## src/rtl/m2_block_writer_pkg.sv

```systemverilog
// rtl/m2_block_writer_pkg.sv - shared types and constants for the 8x8 block writer
package m2_block_writer_pkg;

  typedef enum logic [1:0] {
    S_BW_IDLE,
    S_BW_LEAD_IN,
    S_BW_WRITE,
    S_BW_DONE
  } m2_block_writer_state_type;

  localparam logic [7:0] PIXEL_MAX = 8'd255;

  // Even pixel of word w sits at DPRAM address r*8 + 2c, i.e. {w, 1'b0}.
  function automatic logic [6:0] word_addr_even(input logic [4:0] w);
    return {1'b0, w, 1'b0};
  endfunction

endpackage

```

## src/rtl/m2_block_writer_clip.sv

```systemverilog
// rtl/m2_block_writer_clip.sv - clamp a signed 32-bit sample to an unsigned 8-bit pixel
module pixel_clip8
  import m2_block_writer_pkg::*;
(
  input  logic signed [31:0] pixel_in,
  output logic [7:0]         pixel_out
);

  always_comb begin
    if (pixel_in[31]) begin
      pixel_out = 8'h00;
    end else if (|pixel_in[30:8]) begin
      pixel_out = PIXEL_MAX;
    end else begin
      pixel_out = pixel_in[7:0];
    end
  end

endmodule

```

## src/rtl/m2_block_writer.sv

```systemverilog
// rtl/m2_block_writer.sv - drains one 8x8 block from DPRAM, clips, packs and writes 32 SRAM words
module m2_block_writer
  import m2_block_writer_pkg::*;
#(
  parameter logic [17:0] BASE_ADDR = 18'd0,
  parameter int          ROW_WORDS = 160
) (
  input  logic        Clock,
  input  logic        Reset,
  input  logic        start,
  input  logic [4:0]  block_row,
  input  logic [5:0]  block_col,
  output logic [6:0]  dp_address_a,
  output logic [6:0]  dp_address_b,
  input  logic [31:0] dp_q_a,
  input  logic [31:0] dp_q_b,
  output logic [17:0] SRAM_address,
  output logic [15:0] SRAM_write_data,
  output logic        SRAM_we_n,
  output logic        busy,
  output logic        done
);

  localparam logic [17:0] ROW_WORDS_W = 18'(ROW_WORDS);

  m2_block_writer_state_type state_q, state_d;
  logic [4:0]  w_q, w_d;
  logic [4:0]  blk_row_q, blk_row_d;
  logic [5:0]  blk_col_q, blk_col_d;
  logic [6:0]  dp_a_q, dp_a_d;
  logic [6:0]  dp_b_q, dp_b_d;
  logic [17:0] sram_addr_q, sram_addr_d;
  logic [15:0] sram_data_q, sram_data_d;
  logic        we_n_q, we_n_d;
  logic        busy_q, busy_d;
  logic        done_q, done_d;

  logic [7:0]  clip_a, clip_b;
  logic [7:0]  row_term, col_term;
  logic [17:0] wr_addr;
  logic [4:0]  issue_w;

  pixel_clip8 u_clip_a (.pixel_in(dp_q_a), .pixel_out(clip_a));
  pixel_clip8 u_clip_b (.pixel_in(dp_q_b), .pixel_out(clip_b));

  assign row_term = {blk_row_q, w_q[4:2]};
  assign col_term = {blk_col_q, w_q[1:0]};
  assign wr_addr  = BASE_ADDR + 18'(row_term) * ROW_WORDS_W + 18'(col_term);
  // DPRAM data lags its address by one clock, so reads run two words ahead of writes.
  assign issue_w  = w_q + 5'd2;

  always_comb begin
    state_d     = state_q;
    w_d         = w_q;
    blk_row_d   = blk_row_q;
    blk_col_d   = blk_col_q;
    dp_a_d      = dp_a_q;
    dp_b_d      = dp_b_q;
    sram_addr_d = sram_addr_q;
    sram_data_d = sram_data_q;
    we_n_d      = 1'b1;
    busy_d      = busy_q;
    done_d      = 1'b0;
    case (state_q)
      S_BW_IDLE: begin
        if (start) begin
          blk_row_d = block_row;
          blk_col_d = block_col;
          busy_d    = 1'b1;
          w_d       = 5'd0;
          dp_a_d    = word_addr_even(5'd0);
          dp_b_d    = word_addr_even(5'd0) | 7'd1;
          state_d   = S_BW_LEAD_IN;
        end
      end
      S_BW_LEAD_IN: begin
        dp_a_d  = word_addr_even(5'd1);
        dp_b_d  = word_addr_even(5'd1) | 7'd1;
        state_d = S_BW_WRITE;
      end
      S_BW_WRITE: begin
        sram_addr_d = wr_addr;
        sram_data_d = {clip_a, clip_b};
        we_n_d      = 1'b0;
        dp_a_d      = word_addr_even(issue_w);
        dp_b_d      = word_addr_even(issue_w) | 7'd1;
        w_d         = w_q + 5'd1;
        if (w_q == 5'd31) begin
          state_d = S_BW_DONE;
        end
      end
      S_BW_DONE: begin
        done_d  = 1'b1;
        busy_d  = 1'b0;
        state_d = S_BW_IDLE;
      end
      default: state_d = S_BW_IDLE;
    endcase
  end

  always_ff @(posedge Clock) begin
    if (Reset) begin
      state_q     <= S_BW_IDLE;
      w_q         <= 5'd0;
      blk_row_q   <= 5'd0;
      blk_col_q   <= 6'd0;
      dp_a_q      <= 7'd0;
      dp_b_q      <= 7'd0;
      sram_addr_q <= 18'd0;
      sram_data_q <= 16'd0;
      we_n_q      <= 1'b1;
      busy_q      <= 1'b0;
      done_q      <= 1'b0;
    end else begin
      state_q     <= state_d;
      w_q         <= w_d;
      blk_row_q   <= blk_row_d;
      blk_col_q   <= blk_col_d;
      dp_a_q      <= dp_a_d;
      dp_b_q      <= dp_b_d;
      sram_addr_q <= sram_addr_d;
      sram_data_q <= sram_data_d;
      we_n_q      <= we_n_d;
      busy_q      <= busy_d;
      done_q      <= done_d;
    end
  end

  assign dp_address_a    = dp_a_q;
  assign dp_address_b    = dp_b_q;
  assign SRAM_address    = sram_addr_q;
  assign SRAM_write_data = sram_data_q;
  assign SRAM_we_n       = we_n_q;
  assign busy            = busy_q;
  assign done            = done_q;

endmodule

```

## config.mk

```make
export PLATFORM = sky130hd
export DESIGN_NAME = m2_block_writer
export DESIGN_NICKNAME = d
export VERILOG_FILES = /design/src/rtl/m2_block_writer_pkg.sv /design/src/rtl/m2_block_writer_clip.sv /design/src/rtl/m2_block_writer.sv
export SDC_FILE = /design/constraint.sdc
export NUM_CORES = 1
export LEC_CHECK = 0
export ABC_AREA = 0
export CAP_MARGIN = 20
export CELL_PAD_IN_SITES_DETAIL_PLACEMENT = 1
export CELL_PAD_IN_SITES_GLOBAL_PLACEMENT = 2
export CORE_AREA = 10 10 110 136
export CTS_BUF_LIST = sky130_fd_sc_hd__clkbuf_2
export DETAILED_ROUTE_END_ITERATION = 8
export DIE_AREA = 0 0 120 146
export GPL_ROUTABILITY_DRIVEN = 0
export GPL_TIMING_DRIVEN = 1
export PLACE_DENSITY_LB_ADDON = 0.1
export SYNTH_ARGS = -nofsm -noshare
export SYNTH_HDL_FRONTEND = slang
export SYNTH_HIERARCHICAL = 1
export SYNTH_SLANG_ARGS = --single-unit
export TNS_END_PERCENT = 50
```

## constraint.sdc

```tcl
create_clock -name Clock -period 6.9 [get_ports Clock]
set_clock_uncertainty 0.05 [all_clocks]
set_input_delay 1.38 -clock Clock [delete_from_list [all_inputs] [get_ports Clock]]
set_output_delay 1.38 -clock Clock [all_outputs]
set_load 0.1 [all_outputs]
```

==> results of run 1 <==
==> cell families after synthesis <==
group	count (synthesis)	synth area share
adder cells (fa/ha/maj)	25	0.1005
AO/OA/AOI/OAI	71	0.1311
other	1	0.001149
buffers and inverters	40	0.06250
XOR/XNOR	12	0.03681
AND/OR/NAND/NOR	138	0.2232
flip-flops	60	0.3681
multiplexers	25	0.07669
==> placed cells by master (no fill, tap or decap), types with 3 or more instances in the layout <==
master	synthesis	layout
nor3_1	6	6
and2_1	3	3
nand2b_1	3	3
nand3_1	7	7
dfxtp_1	60	60
clkbuf_2	0	10
o21bai_1	3	3
nor3_2	17	17
nor4_1	7	7
conb_1	1	4
clkdlybuf4s50_1	0	123
a21oi_1	42	42
nand2_1	28	28
xnor2_1	7	7
mux2i_1	25	25
inv_1	8	8
o21ai_0	8	8
nor2_1	55	55
xor2_1	3	3
a211oi_1	7	7
ha_1	23	22
nor2b_1	3	3
==> cell usage after synthesis, types with 4 or more instances <==
cell       n  area [sq um]
nor3_1     6         30.03
buf_4      9         67.56
xnor2_1    7         61.31
clkbuf_1  12         45.04
dfxtp_1   60          1201
buf_1      5         18.77
nor2_1    55         206.5
nand3_1    7         35.03
mux2i_1   25         250.2
nor4_1     7         43.79
nor3_2    17         170.2
o21ai_0    8         40.04
ha_1      23         287.8
buf_2      4         20.02
a21oi_1   42         210.2
a211oi_1   7         52.55
nand2_1   28         105.1
inv_1      8         30.03
==> state kept, by name, summed over array words and instances (netlist names) <==
name	count
blk_col_q	6
SRAM_address	17
busy	1
SRAM_write_data	16
done	1
w_q	5
blk_row_q	5
SRAM_we_n	1
dp_address_b	2
dp_address_a	4
state_q	2
==> per-stage QoR <==
stage	utilization	worst slack [ps]	cell area, sq um	total power, W	hold slack (ps)
floorplan	-	4097	3274	0.001077	386.0
global placement	0.3649	3700	4557	0.001283	386.1
detailed placement	0.3665	3713	4577	0.001293	392.4
CTS	0.3749	3307	4682	0.001519	414.5
global route	0.3749	3249	4682	0.001586	443.0
finish	0.3749	3393	4682	0.001484	408.7
==> routing by layer <==
layer	up-vias	part of all wire	global-route usage	wire length (um)
met5	-	0	0	0
met4	0	0.014	0.04414	138
met3	9	0.045	0.03183	460
met2	75	0.51	0.2067	5225
met1	1382	0.43	0.1297	4397
li1	1498	-	-	-
==> worst paths after layout <==
kind / slack, ps / to / cells past startpoint
hold reg to reg: 410 / SRAM_address[14] / 2
hold / removal: 410 / SRAM_address[14] / 2
setup reg to reg: 3950 / SRAM_address[14] / 9
setup / recovery: 3390 / dp_address_a[1] / 1
==> power groups by stage <==
| stage | registers (W) | logic (W) | clock network (W) |
|---|---|---|---|
| after global placement | 0.000459 | 0.000824 | 0 |
| after detailed placement | 0.000460 | 0.000833 | 0 |
| after global routing | 0.000461 | 0.000879 | 0.000246 |
| after floorplan | 0.000766 | 0.000311 | 0 |
| after CTS | 0.000452 | 0.000836 | 0.000231 |
| final | 0.000450 | 0.000820 | 0.000215 |
==> layout make-up <==
class                           count  area (sq um)
Multi-Input combinational cell    275          1872
Fill cell                        1486          7807
Timing Repair Buffer              126          1264
Sequential cell                    60          1201
Clock inverter                      6         55.05
Tap cell                          168         210.2
Clock buffer                       10         50.05
Inverter                            8         30.03
==> flow_metrics.py, run 1 <==
metrics = {
    "outcome": {
        "status": "completed",
    },
    "grt": {
        "antenna_found_initial": 0,
        "grt_max_degree": 41,
        "grt_pass1_wl_um": 16680,
        "grtUsageTotal": 0.1171,
        "overflow": 0,
        "grt_pass1_vias": 3194,
    },
    "setup_path": {
        "crit_type": "reg2out",
        "cpPeakStageDelay_ps": 1170,
        "cp_cell_sequence": "clkdlybuf4s50_1",
        "cp-end-kind": "primary output",
        "critPathMaxFanout": 3,
        "worst-path-buf-inv": 1,
        "slowest_stage": "clkdlybuf4s50_1",
        "r2r_start": "w_q[3]",
        "startpoint_type": "flip-flop",
        "cp.arrival_ps": 2080,
        "critical-path-top-delay-family": "buffers and inverters",
        "required_ps": 5470,
        "crit_start": "dp_address_a[1]",
    },
    "routing": {
        "routed_wl_um": 10220,
        "vias": 2964,
        "drc_errors": 0,
        "drt_iter0_drc": 79,
        "viasPerCell": 4.539,
        "wl_per_cell_um": 15.65,
        "postRouteAntennaNets": 0,
        "drtPass1Iterations": 4,
    },
    "synthesis": {
        "synth_area_sq_um": 3263,
        "postSynthAreaPerCell_sq_um": 8.772,
        "syn_inst": 372,
        "synthArstFlopShare": 0,
        "synth_enable_flop_cells": 0,
        "synth.yosys.seq_area_share": 0.3681,
        "synth-seq-cells": 60,
        "ys_warn_count": 6,
        "yosysUniqueCellTypes": 42,
        "synthFlopType": "dfxtp_1",
    },
    "sta": {
        "setup_tns_ps": 0,
        "min_period_ps": 3507,
        "rsz0062_at_grt": "no",
        "finalHoldViolations": 0,
        "setup_viol": 0,
        "relSlewSlack": 0.3231,
        "worst_pin_slew_ps": 1012,
        "slew_viol_final": 0,
        "fmax_mhz": 285.2,
        "period_share": 0.5082,
    },
    "placed_design": {
        "place_hpwl_um": 8085,
        "port_buffers": 124,
        "placed_cells": 637,
    },
    "cts": {
        "cts_buffers": 9,
        "clockBufferDepth": 2,
        "cts.sinks": 60,
        "cts_tree": "built",
        "clkSlewWorstSetupHoldPaths_ps": 170,
        "cts_resized": 0,
        "htree_levels": 3,
        "cts_setup_buffers": 0,
        "clk_latency_ps": 490,
        "cts_root_buf": "clkbuf_2",
        "ctsHoldBuffers": 0,
    },
    "die": {
        "core_area_sq_um": 12490,
        "rows": 46,
        "io_pins": 129,
        "initial_core_util": 0.2613,
        "die_w_um": 120,
        "die_h_um": 146,
        "dieArea_sq_um": 17520,
    },
    "pwr": {
        "p_comb_frac": 0.552,
        "p_clk_frac": 0.145,
        "power.density_nw_per_um2": 317.0,
        "p_sw_frac": 0.5082,
        "peakVddDrop_v": 0.0001285,
        "cellInternalPower_w": 0.0007299,
        "p_sw_w": 0.0007542,
        "power.leakage_nw": 1.668,
        "seqPwrFrac": 0.303,
    },
    "worst_hold_path": {
        "hp-class": "reg2reg",
        "worstHoldStart": "SRAM_address[14]",
    },
    "final_layout": {
        "area_delta_synth_final_pct": 43.48,
        "drive_gt1_frac": 0.08866,
        "antenna-diode-count": 0,
        "final_cells": 653,
        "nNetsFinal": 583,
    },
    "job": {
        "maxCapViolations": 0,
    },
}
Note: power is estimated with default switching activity, not from simulation.
==> run 2, diff against run 1 <==
Settings changed: CORE_AREA 10 10 110 136 to 10 10 114 141, DIE_AREA 0 0 120 146 to 0 0 124 151.
Clock period 6.9 ns to 3.6 ns, I/O delays scaled along.
==> run 2 against run 1 <==
Global-route usage decreased by 0.57 points; die area up 6.9%; non-clock buffer count grew 1; clock power grew 93%; count of clock-buffer cells in the layout unchanged; setup slack got worse by 2600 ps; register-to-register slack worse by 3200 ps; first-iteration DRC count fell by 5.1%; final area shrank 0.40%; total power up 91%; critical path type unchanged.
==> flow_metrics.py, run 2 (synthesis gave the netlist of run 1 again) <==
metrics = {
    "outcome": {
        "status": "completed",
    },
    "sta": {
        "relSlewSlack": 0.3204,
        "worst_slack_ps": 751.0,
        "setup_tns_ps": 0,
        "whs_ps": 413.9,
        "setup_viol": 0,
        "rsz0062_at_grt": "no",
        "slew_viol_final": 0,
        "finalHoldViolations": 0,
        "worst_pin_slew_ps": 1016,
        "fmax_mhz": 351.0,
        "min_period_ps": 2849,
        "period_share": 0.7914,
    },
    "setup_path": {
        "cp_cell_sequence": "clkdlybuf4s50_1",
        "cp-end-kind": "primary output",
        "regToRegSetupSlack_ps": 780,
        "worstRegToRegCells": 9,
        "cp.arrival_ps": 2080,
        "r2r_start": "w_q[3]",
        "slowest_stage": "clkdlybuf4s50_1",
        "critPathMaxFanout": 3,
        "worst-path-buf-inv": 1,
        "cpPeakStageDelay_ps": 1160,
        "worstReg2RegEnd": "SRAM_address[14]",
        "crit_type": "reg2out",
        "required_ps": 2830,
        "critical-path-top-delay-family": "buffers and inverters",
        "startpoint_type": "flip-flop",
    },
    "cts": {
        "cts_buffers": 9,
        "cts_resized": 0,
        "ctsHoldBuffers": 0,
        "clockBufferDepth": 2,
        "clkSlewWorstSetupHoldPaths_ps": 180,
        "cts.sinks": 60,
        "cts_root_buf": "clkbuf_2",
        "clk_latency_ps": 510,
        "cts_tree": "built",
        "htree_levels": 3,
        "cts_setup_buffers": 0,
    },
    "routing": {
        "drtPass1Iterations": 4,
        "viasPerCell": 4.495,
        "drc_errors": 0,
        "routed_wl_um": 10360,
        "wl_per_cell_um": 15.77,
        "drt_iter0_drc": 75,
        "postRouteAntennaNets": 0,
        "vias": 2953,
    },
    "grt": {
        "overflow": 0,
        "grt_pass1_wl_um": 16550,
        "antenna_found_initial": 0,
        "grt_pass1_vias": 3167,
        "grt_max_degree": 47,
        "grtUsageTotal": 0.1114,
    },
    "final_layout": {
        "drive_gt1_frac": 0.1049,
        "utilization": 0.3524,
        "mostFrequentLayoutCells": "clkdlybuf4s50_1, dfxtp_1, nor2_1",
        "antenna-diode-count": 0,
        "largest_register_ff_count": 17,
        "final_common_cell": "clkdlybuf4s50_1",
        "area_delta_synth_final_pct": 42.91,
        "nNetsFinal": 584,
    },
    "die": {
        "initial_core_util": 0.2466,
        "core_area_sq_um": 13230,
        "die_h_um": 151,
        "rows": 47,
        "dieArea_sq_um": 18720,
        "io_pins": 129,
        "die_w_um": 124,
    },
    "pwr": {
        "peakVddDrop_v": 0.0002315,
        "p_sw_w": 0.001449,
        "p_clk_frac": 0.146,
        "p_sw_frac": 0.5100,
        "p_comb_frac": 0.550,
        "power.density_nw_per_um2": 609.2,
        "cellInternalPower_w": 0.001392,
        "power_w": 0.002841,
        "power.leakage_nw": 1.682,
        "seqPwrFrac": 0.305,
    },
    "worst_hold_path": {
        "whs_path_depth": 2,
        "hp-class": "reg2reg",
        "worstHoldStart": "dp_address_b[0]",
        "hold_end": "dp_address_b[0]",
    },
    "job": {
        "maxCapViolations": 0,
    },
    "placed_design": {
        "place_hpwl_um": 8316,
        "port_buffers": 124,
        "place_ws_ps": 785.4,
    },
}
run 2: cell types whose count changed in the layout (fill, tap and decap cells not counted):
cell,previous run,this run
buf_12,1,0
clkdlybuf4s50_1,123,116
buf_4,1,10
run 2: final cells by class:
type | instances | area [sq um]
tap | 171 | 214.0
clock buffer | 10 | 50.05
clock inverter | 6 | 55.05
multi-input combinational | 275 | 1872
fill | 1578 | 8568
timing repair buffer | 127 | 1241
inverter | 8 | 30.03
sequential | 60 | 1201
run 2: routing by layer:
layer,routed length [um],GRT usage
met5,0,0
met4,129,0.03633
met3,723,0.03762
met2,5071,0.1866
met1,4433,0.1300
run 2: tightest hold or removal path: cells and delay by family, from the launching register on:
family / cells / cell delay [ps]
AO/OA/AOI/OAI: 1 / 50
buffers and inverters: 1 / 50
flip-flops: 1 / 350
run 2: power groups by stage:
| stage | Combinational (W) | Sequential [W] | Clock, W |
|---|---|---|---|
| after floorplan | 0.000596 | 0.00147 | 0 |
| after global placement | 0.00158 | 0.000880 | 0 |
| after detailed placement | 0.00159 | 0.000886 | 0 |
| after CTS | 0.00159 | 0.000871 | 0.000445 |
| after global routing | 0.00168 | 0.000887 | 0.000480 |
| final | 0.00156 | 0.000866 | 0.000414 |
run 2: how the worst max path moves through the flow:
stage / startpoint / to / slack (ps) / cells past startpoint
3_3_place_gp: w_q[3] / SRAM_address[14] / 890 / 9
4_1_cts: dp_address_b[5] / dp_address_a[5] / 670 / 1
3_5_place_dp: w_q[3] / SRAM_address[14] / 790 / 9
2_1_floorplan: w_q[3] / SRAM_address[14] / 1070 / 9
6_report: dp_address_a[1] / dp_address_b[1] / 750 / 1
5_1_grt: dp_address_b[5] / dp_address_a[5] / 610 / 1
run 2: metrics by stage:
step           std cells  area (sq um)
2_1_floorplan        375          3274
3_3_place_gp         641          4558
3_5_place_dp         641          4558
4_1_cts              657          4663
5_1_grt              657          4663
6_report             657          4663
==> run 3, diff against run 2 <==
Clock period 3.6 ns to 2.9 ns, I/O delays scaled along.
==> run 3 against run 2 <==
Non-clock buffer count up 2; routed wire length up 1.2%; critical path type is now reg2reg; global-route usage up 0.13 points; setup slack worse by 530 ps; final area down 1.9%; register-to-register slack worse by 560 ps; clock power up 22%; count of clock-buffer cells in the layout down 1; total power up 23%; sequential share of layout area up 0.50 points; final cell count up 0.15%; sequential cell count unchanged.
==> flow_metrics.py, run 3 (synthesis gave the netlist of run 1 again) <==
metrics = {
    "outcome": {
        "status": "completed",
    },
    "final_layout": {
        "area_delta_synth_final_pct": 40.18,
        "antenna-diode-count": 0,
        "largest_register_ff_count": 17,
        "final_common_cell": "clkdlybuf4s50_1",
        "mostFrequentLayoutCells": "clkdlybuf4s50_1, dfxtp_1, nor2_1",
        "nNetsFinal": 586,
        "fillers": 1582,
        "drive_gt1_frac": 0.1910,
    },
    "cts": {
        "cts_tree": "built",
        "htree_levels": 3,
        "cts.sinks": 60,
        "ctsHoldBuffers": 0,
        "cts_setup_buffers": 0,
        "cts_resized": 0,
        "cts_root_buf": "clkbuf_2",
        "clkSlewWorstSetupHoldPaths_ps": 170,
        "clk_latency_ps": 510,
        "cts_buffers": 9,
        "clockBufferDepth": 2,
    },
    "die": {
        "io_pins": 129,
        "rows": 47,
        "dieArea_sq_um": 18720,
        "die_w_um": 124,
        "core_area_sq_um": 13230,
        "die_h_um": 151,
        "initial_core_util": 0.2466,
    },
    "pwr": {
        "seqPwrFrac": 0.308,
        "p_sw_frac": 0.5154,
        "cellInternalPower_w": 0.001695,
        "p_sw_w": 0.001802,
        "p_clk_frac": 0.144,
        "power.leakage_nw": 1.769,
        "p_comb_frac": 0.548,
        "power_w": 0.003497,
        "peakVddDrop_v": 0.0002864,
        "power.density_nw_per_um2": 764.4,
    },
    "setup_path": {
        "required_ps": 3270,
        "worstRegToRegCells": 9,
        "r2r_start": "blk_row_q[0]",
        "worstReg2RegEnd": "SRAM_address[14]",
        "startpoint_type": "flip-flop",
        "critPathMaxFanout": 4,
        "regToRegSetupSlack_ps": 220,
        "crit_type": "reg2reg",
        "cp-end-kind": "flip-flop",
        "cp.arrival_ps": 3050,
    },
    "job": {
        "maxCapViolations": 0,
    },
    "sta": {
        "fmax_mhz": 372.7,
        "period_share": 0.9252,
        "finalHoldViolations": 0,
        "slew_viol_final": 0,
        "relSlewSlack": 0.5680,
        "setup_tns_ps": 0,
        "whs_ps": 409.5,
        "worst_pin_slew_ps": 641.2,
        "min_period_ps": 2683,
        "worst_slack_ps": 217.0,
        "rsz0062_at_grt": "no",
        "setup_viol": 0,
    },
    "worst_hold_path": {
        "worstHoldStart": "dp_address_b[0]",
        "hp-class": "reg2reg",
        "whs_path_depth": 2,
        "hold_end": "dp_address_b[0]",
    },
    "routing": {
        "drc_errors": 0,
        "drtPass1Iterations": 3,
        "wl_per_cell_um": 15.93,
        "routed_wl_um": 10480,
        "postRouteAntennaNets": 0,
        "drt_iter0_drc": 84,
        "viasPerCell": 4.477,
        "vias": 2946,
    },
    "grt": {
        "overflow": 0,
        "grt_pass1_wl_um": 16950,
        "grt_pass1_vias": 3198,
        "grtUsageTotal": 0.1127,
        "antenna_found_initial": 0,
        "grt_max_degree": 38,
    },
    "placed_design": {
        "place_ws_ps": 193.7,
        "place_hpwl_um": 8551,
        "port_buffers": 124,
    },
}
run 3: cell count changes in the layout (fill, tap and decap cells not counted):
cell and change:
clkbuf_2 -1, buf_4 +42, clkinv_2 +1, clkinv_1 -1, clkdlybuf4s50_1 -40
run 3: final cells by class:
type,count,area (sq um),share of cell area
sequential,60,1201,0.2626
multi-input combinational,275,1872,0.4092
timing repair buffer,129,1156,0.2527
tap,171,214.0,0.04677
clock inverter,6,56.30,0.01231
inverter,8,30.03,0.006565
clock buffer,9,45.04,0.009847
run 3: worst max path at each step:
stage / end / startpoint / depth (start not counted) / slack (ps)
after floorplan: SRAM_address[14] / w_q[3] / 9 / 370
after global placement: SRAM_address[14] / blk_row_q[0] / 9 / 290
after detailed placement: SRAM_address[14] / blk_row_q[0] / 9 / 190
after CTS: SRAM_address[14] / blk_row_q[0] / 9 / 170
after global routing: SRAM_address[14] / blk_row_q[0] / 9 / 40
final: SRAM_address[14] / blk_row_q[0] / 9 / 220
run 3: critical path, stage by stage, from the launching register on:
cell       delay, ps
dfxtp_1          370
ha_1             280
ha_1             250
fa_1             580
nand3_1           90
o21ai_0          280
o2111ai_1        250
nor4_2           220
xnor2_1          160
o21ai_1           70
run 3: per-layer routing:
metal | up-vias | GRT usage | part of all wire
met5 | - | 0 | 0
met2 | 84 | 0.1937 | 0.50
met1 | 1352 | 0.1305 | 0.43
li1 | 1501 | - | -
met4 | 0 | 0.03633 | 0.012
met3 | 9 | 0.03315 | 0.055
run 3: power by group through the flow:
stage | logic [W] | registers, W | clock network, W
6_report | 0.00192 | 0.00108 | 0.000505
5_1_grt | 0.00206 | 0.00110 | 0.000577
4_1_cts | 0.00195 | 0.00108 | 0.000544
3_5_place_dp | 0.00195 | 0.00110 | 0
3_3_place_gp | 0.00194 | 0.00109 | 0
2_1_floorplan | 0.000739 | 0.00182 | 0
run 3: through the flow:
| step | area [sq um] | instances | utilization |
|---|---|---|---|
| after floorplan | 3274 | 375 | - |
| after global placement | 4473 | 643 | 0.3381 |
| after detailed placement | 4473 | 643 | 0.3381 |
| after CTS | 4574 | 658 | 0.3457 |
| after global routing | 4574 | 658 | 0.3457 |
| final | 4574 | 658 | 0.3457 |
